### config.mk
export PLATFORM = sky130hd
export DESIGN_NAME = demux_destinos_flat
export DESIGN_NICKNAME = d
export VERILOG_FILES = /design/src/rtl/demux_destinos_pkg.sv /design/src/rtl/demux_destinos_if.sv /design/src/rtl/demux_destinos_buffer_2_entradas.sv /design/src/rtl/demux_destinos.sv /design/src/flat_wrapper.sv
export SDC_FILE = /design/constraint.sdc
export NUM_CORES = 1
export LEC_CHECK = 0
export ABC_AREA = 1
export CAP_MARGIN = 10
export CELL_PAD_IN_SITES_DETAIL_PLACEMENT = 1
export CELL_PAD_IN_SITES_GLOBAL_PLACEMENT = 2
export CORE_UTILIZATION = 30
export CTS_BUF_LIST = sky130_fd_sc_hd__clkbuf_8
export CTS_CLUSTER_SIZE = 16
export DETAILED_ROUTE_END_ITERATION = 10
export GPL_TIMING_DRIVEN = 0
export PLACE_DENSITY_LB_ADDON = 0.1
export SETUP_SLACK_MARGIN = 0.4
export SLEW_MARGIN = 30
export SYNTH_ARGS = -nofsm -noshare
export SYNTH_HDL_FRONTEND = slang
export SYNTH_SLANG_ARGS = --single-unit
### constraint.sdc
create_clock -name clk -period 3.58 [get_ports clk]
set_input_delay 0.716 -clock clk [delete_from_list [all_inputs] [get_ports clk]]
set_output_delay 0.716 -clock clk [all_outputs]
set_load 0.05 [all_outputs]
### src/rtl/demux_destinos_pkg.sv
// Shared word format and routing encodings for the destination demux.
package demux_destinos_pkg;

  localparam int unsigned DATA_W    = 6;
  localparam int unsigned DEST_BIT  = 4;
  localparam int unsigned CNT_W_DEF = 8;

  localparam logic DEST_D0 = 1'b0;
  localparam logic DEST_D1 = 1'b1;

  typedef logic [DATA_W-1:0] word_t;

  function automatic logic dest_of(input word_t w);
    return w[DEST_BIT];
  endfunction

endpackage

### src/rtl/demux_destinos_if.sv
// Upstream pop/data, downstream FIFO strobes and status of the destination demux.
interface demux_destinos_if #(
  parameter int unsigned CNT_W = 8
);
  import demux_destinos_pkg::*;

  logic             pop_delay_VC0;
  logic             pop_delay_VC1;
  word_t            data_in;
  logic             full_fifo_D0;
  logic             full_fifo_D1;
  logic             push_D0;
  logic             push_D1;
  word_t            data_D0;
  word_t            data_D1;
  logic             stall;
  logic             overflow_err;
  logic [CNT_W-1:0] cnt_D0;
  logic [CNT_W-1:0] cnt_D1;

  modport slave (
    input  pop_delay_VC0, pop_delay_VC1, data_in, full_fifo_D0, full_fifo_D1,
    output push_D0, push_D1, data_D0, data_D1, stall, overflow_err, cnt_D0, cnt_D1
  );

  modport master (
    output pop_delay_VC0, pop_delay_VC1, data_in, full_fifo_D0, full_fifo_D1,
    input  push_D0, push_D1, data_D0, data_D1, stall, overflow_err, cnt_D0, cnt_D1
  );

endinterface

### src/rtl/demux_destinos_buffer_2_entradas.sv
// Two-entry in-order buffer: output register plus a younger skid register, sticky drop flag.
module buffer_2_entradas
  import demux_destinos_pkg::*;
(
  input  logic  clk,
  input  logic  reset,
  input  logic  in_valid_i,
  input  word_t in_data_i,
  input  logic  drain_i,
  output logic  out_valid_o,
  output word_t out_data_o,
  output logic  skid_valid_o,
  output logic  drop_o
);

  logic  out_v_q, out_v_d;
  logic  skid_v_q, skid_v_d;
  word_t out_q, out_d;
  word_t skid_q, skid_d;
  logic  drop_q, drop_d;
  logic  out_free;

  assign out_free = ~out_v_q | drain_i;

  always_comb begin
    out_v_d  = out_v_q;
    skid_v_d = skid_v_q;
    out_d    = out_q;
    skid_d   = skid_q;
    drop_d   = drop_q;
    if (out_free) begin
      if (skid_v_q) begin
        // Skid is older than any arriving word, so it moves up first.
        out_v_d  = 1'b1;
        out_d    = skid_q;
        skid_v_d = in_valid_i;
        if (in_valid_i) skid_d = in_data_i;
      end else begin
        out_v_d = in_valid_i;
        if (in_valid_i) out_d = in_data_i;
      end
    end else if (in_valid_i) begin
      if (!skid_v_q) begin
        skid_v_d = 1'b1;
        skid_d   = in_data_i;
      end else begin
        drop_d = 1'b1;
      end
    end
  end

  always_ff @(posedge clk or posedge reset) begin
    if (reset) begin
      out_v_q  <= 1'b0;
      skid_v_q <= 1'b0;
      out_q    <= '0;
      skid_q   <= '0;
      drop_q   <= 1'b0;
    end else begin
      out_v_q  <= out_v_d;
      skid_v_q <= skid_v_d;
      out_q    <= out_d;
      skid_q   <= skid_d;
      drop_q   <= drop_d;
    end
  end

  assign out_valid_o  = out_v_q;
  assign out_data_o   = out_q;
  assign skid_valid_o = skid_v_q;
  assign drop_o       = drop_q;

endmodule

### src/rtl/demux_destinos.sv
// Routes arbitrated words to destination FIFO D0 or D1 through a 2-entry buffer,
// counting pushes per destination.
module demux_destinos
  import demux_destinos_pkg::*;
#(
  parameter int unsigned CNT_W = CNT_W_DEF
) (
  input  logic              clk,
  input  logic              reset,
  demux_destinos_if.slave   bus
);

  logic             valid_in;
  logic             out_v;
  word_t            out_data;
  logic             skid_v;
  logic             drop;
  logic             out_dest;
  logic             drain_c;
  logic             push_d0_c;
  logic             push_d1_c;
  logic [CNT_W-1:0] cnt_d0_q;
  logic [CNT_W-1:0] cnt_d1_q;

  // Simultaneous pops are illegal upstream; they collapse into one word.
  assign valid_in = bus.pop_delay_VC0 | bus.pop_delay_VC1;

  buffer_2_entradas u_buf (
    .clk          (clk),
    .reset        (reset),
    .in_valid_i   (valid_in),
    .in_data_i    (bus.data_in),
    .drain_i      (drain_c),
    .out_valid_o  (out_v),
    .out_data_o   (out_data),
    .skid_valid_o (skid_v),
    .drop_o       (drop)
  );

  // Head-of-line only: the head word's own destination decides whether anything moves.
  assign out_dest  = dest_of(out_data);
  assign drain_c   = out_v & ~((out_dest == DEST_D1) ? bus.full_fifo_D1 : bus.full_fifo_D0);
  assign push_d0_c = drain_c & (out_dest == DEST_D0);
  assign push_d1_c = drain_c & (out_dest == DEST_D1);

  always_ff @(posedge clk or posedge reset) begin
    if (reset) begin
      cnt_d0_q <= '0;
      cnt_d1_q <= '0;
    end else begin
      if (push_d0_c) cnt_d0_q <= cnt_d0_q + CNT_W'(1);
      if (push_d1_c) cnt_d1_q <= cnt_d1_q + CNT_W'(1);
    end
  end

  assign bus.push_D0      = push_d0_c;
  assign bus.push_D1      = push_d1_c;
  assign bus.data_D0      = out_data;
  assign bus.data_D1      = out_data;
  assign bus.stall        = skid_v | (out_v & ~drain_c);
  assign bus.overflow_err = drop;
  assign bus.cnt_D0       = cnt_d0_q;
  assign bus.cnt_D1       = cnt_d1_q;

endmodule

### src/flat_wrapper.sv
// flat-port wrapper written by rule: the top's interface ports become plain ports
module demux_destinos_flat import demux_destinos_pkg::*;
#(
  parameter int unsigned CNT_W = CNT_W_DEF
)
  (clk, reset, bus_pop_delay_VC0, bus_pop_delay_VC1, bus_data_in, bus_full_fifo_D0, bus_full_fifo_D1, bus_push_D0, bus_push_D1, bus_data_D0, bus_data_D1, bus_stall, bus_overflow_err, bus_cnt_D0, bus_cnt_D1);
  demux_destinos_if #(.CNT_W(CNT_W)) bus_i ();
  input  logic clk;
  input  logic reset;
  input wire logic [$bits(bus_i.pop_delay_VC0)-1:0] bus_pop_delay_VC0;
  input wire logic [$bits(bus_i.pop_delay_VC1)-1:0] bus_pop_delay_VC1;
  input wire logic [$bits(bus_i.data_in)-1:0] bus_data_in;
  input wire logic [$bits(bus_i.full_fifo_D0)-1:0] bus_full_fifo_D0;
  input wire logic [$bits(bus_i.full_fifo_D1)-1:0] bus_full_fifo_D1;
  output wire logic [$bits(bus_i.push_D0)-1:0] bus_push_D0;
  output wire logic [$bits(bus_i.push_D1)-1:0] bus_push_D1;
  output wire logic [$bits(bus_i.data_D0)-1:0] bus_data_D0;
  output wire logic [$bits(bus_i.data_D1)-1:0] bus_data_D1;
  output wire logic [$bits(bus_i.stall)-1:0] bus_stall;
  output wire logic [$bits(bus_i.overflow_err)-1:0] bus_overflow_err;
  output wire logic [$bits(bus_i.cnt_D0)-1:0] bus_cnt_D0;
  output wire logic [$bits(bus_i.cnt_D1)-1:0] bus_cnt_D1;
  assign bus_i.pop_delay_VC0 = bus_pop_delay_VC0;
  assign bus_i.pop_delay_VC1 = bus_pop_delay_VC1;
  assign bus_i.data_in = bus_data_in;
  assign bus_i.full_fifo_D0 = bus_full_fifo_D0;
  assign bus_i.full_fifo_D1 = bus_full_fifo_D1;
  assign bus_push_D0 = bus_i.push_D0;
  assign bus_push_D1 = bus_i.push_D1;
  assign bus_data_D0 = bus_i.data_D0;
  assign bus_data_D1 = bus_i.data_D1;
  assign bus_stall = bus_i.stall;
  assign bus_overflow_err = bus_i.overflow_err;
  assign bus_cnt_D0 = bus_i.cnt_D0;
  assign bus_cnt_D1 = bus_i.cnt_D1;
  demux_destinos #(.CNT_W(CNT_W)) u_core (.clk(clk), .reset(reset), .bus(bus_i));
endmodule
==> run metrics <==
R2R setup slack 1.75 ns; hold path depth 1; global-route wire length before repair 6.16 mm; hold_sp u_core.u_buf.drop_o$_DFFE_PP0P_; element type at the critical path start primary input; leakage power 1.11 nW; buffers added on ports 43; Crit. Startpoint bus_full_fifo_D1; Max Freq 0.325 GHz; Rows 26; VDD IR max 0.332 mV; die area 0.00564 sq mm; ANT cells 0; Final Critical Period 3.07 ns; clock latency on the worst-skew pair 0.29 ns; final hold violation count 0; cts bufs inserted 5; CP endpoint kind output pin; HP Class flip-flop to flip-flop; WS Path Type primary input to output pin; Die X 75.1 microns; Root Buffer clkbuf_8; Detailed Routing Iterations Pass 1 4; Pins Over Slew Limit 0; Synth-to-Final Area Change 38.5%; Die Y 75.1 microns; DRC 0; GRT Util Overall 15.2%; worst r2r path cells 8; number of synthesized flops with an enable pin 0; Initial Util 31.2%; initial antenna violation count 0; Final Hold Slack 0.470 ns; mean post-synth cell area 8.18 sq um; share of the synthesized area in the top cell type 48.4%; Post-Layout Cell Count 317; Final ANT Viol Nets 0; slew margin rel. 54.4%; DR iter-0 viols 35; largest cells by area after synthesis dfrtp_1 (48%), nand2_1 (20%), inv_1 (4.7%); Routability Congestion 0.715; worst path required time 2.86 ns; clock sinks 31; max-cap viol count 0; syn_nets 211; CTS Buffer Depth 2; RSZ-0062 raised after global routing no; skew final 0.0103 ns; share of layout cells above drive strength 1 9.72%; final setup vio count 0; DRT Wirelength 3.69 mm; post-synth cell types 23; Seq/Total Area, Yosys 48.4%; TNS Setup 0 ns; DR vias/cell 4.36; worst r2r src u_core.u_buf.out_data_o[4]$_DFFE_PP0P_; number of global-route vias before repair 1298; status finished, final reports clean; htree depth 2; cell with the most instances after synthesis nand2_1; Slew @ Worst Pin 0.683 ns; flops & latches, synth 31; Synth area leader dfrtp_1; Ports 44; Wirelength per Cell 11.6 microns; gr ovfl total 0; Ys Warns 0; CP max FO 4; synthesized instance count 196; Worst EP arrival 2.36 ns; core area 0.00514 sq mm; dpl hpwl 2.69 mm; largest net degree at the start of global routing 32; synth cell count leaders nand2_1 (87), dfrtp_1 (31), inv_1 (20); CTS tree done; Vias 1381; reg2reg end u_core.u_buf.skid_q[4]$_DFFE_PP0P_; pwr dens 955 mW/mm^2; Cell Area, Synth 0.00160 sq mm; ys async rst share 100%; Primary FF master, synth dfrtp_1; Hold Path Sink u_core.u_buf.drop_o$_DFFE_PP0P_; final period utilization 85.9%; placed cell count 309; Clock transition at path regs 0.06 ns; Post-CTS Setup Bufs 0; fin nets 261
==> metal layers <==
metal	GRT usage, %	share of wire (%)
met3	4.55	4.7
met4	6.29	1.5
met5	0	0
met1	20.6	50
met2	22.4	44
==> final cells by class <==
| type | count | area (sq um) |
|---|---|---|
| fillers | 638 | 2920 |
| flip-flops and latches | 31 | 776 |
| multi-input cells | 136 | 696 |
| repair buffers | 43 | 429 |
| clock buffers | 7 | 96.3 |
| well taps | 70 | 87.6 |
| inverters | 22 | 82.6 |
| plain buffers | 7 | 50.0 |
| clock inverters | 1 | 3.75 |
==> power breakdown <==
| part | switching [W] | internal [W] |
|---|---|---|
| Combinational | 0.000798 | 0.000409 |
| Sequential | 0.000125 | 0.000482 |
| Clock | 0.000134 | 0.000173 |
==> state kept, by name, indices dropped and copies added (netlist names) <==
signal / cells
u_core.bus.cnt_D1: 8
u_core.u_buf.drop_o: 1
u_core.u_buf.skid_q: 6
u_core.bus.cnt_D0: 8
u_core.u_buf.out_valid_o: 1
u_core.u_buf.skid_valid_o: 1
u_core.u_buf.out_data_o: 6
==> metrics by stage <==
step / worst slack (ns) / util (%) / area [sq um] / total power, W
finish: 0.506 / 43.2 / 2220 / 0.00212
global route: 0.447 / 43.2 / 2220 / 0.00227
CTS: 0.495 / 43.2 / 2220 / 0.00215
detailed placement: 0.240 / 41.3 / 2120 / 0.00184
global placement: 0.217 / 41.3 / 2120 / 0.00183
floorplan: 1.27 / - / 1600 / 0.00146
==> worst max path at each step <==
stage                end  slack (ns)  cells past startpoint
3_3_place_gp   bus_stall        0.22                      7
4_1_cts        bus_stall        0.49                      7
3_5_place_dp   bus_stall        0.24                      7
5_1_grt        bus_stall        0.45                      7
2_1_floorplan  bus_stall        1.27                      6
6_report       bus_stall        0.51                      7
==> repair_timing <==
item / in CTS / in global routing
hold buffers: 0 / 0
endpoints found under the hold margin: 0 / 0
endpoints found under the setup margin: 1 / 0
resized for setup: 1 / 0
==> logic make-up after synthesis <==
kind of cell,Yosys count,synth area share [%]
AND/OR/NAND/NOR,121,35.1
XOR/XNOR,7,3.82
buffers and inverters,29,8.27
flip-flops,31,48.4
AO/OA/AOI/OAI,5,2.11
adder cells (fa/ha/maj),3,2.34
==> cell usage in the layout (no fill, tap or decap) <==
cell             count
nand3_1              8
a21o_1               1
inv_1               20
clkinv_1             1
a21oi_1              1
nand3_4              3
nand3b_1             1
o21bai_1             1
o21ai_1              1
dlygate4sd2_1        1
buf_2                1
nor2_2               1
clkbuf_8             7
o21ai_2              1
inv_2                2
nor3_4               2
xnor2_1              3
nand4_1              8
buf_4                6
nand2_1             87
nor2_1              10
nand3_2              1
dfrtp_1             31
xor2_1               4
clkdlybuf4s50_1     42
ha_1                 3
==> worst max-delay path, cell delays in order <==
cell and delay, ns:
clkdlybuf4s50_1 0.50, nand2_1 0.08, nand2_1 0.13, nand2_1 0.14, ha_1 0.24, inv_1 0.05
dlygate4sd2_1 0.51
No activity file was read; power rests on OpenSTA's default activity.
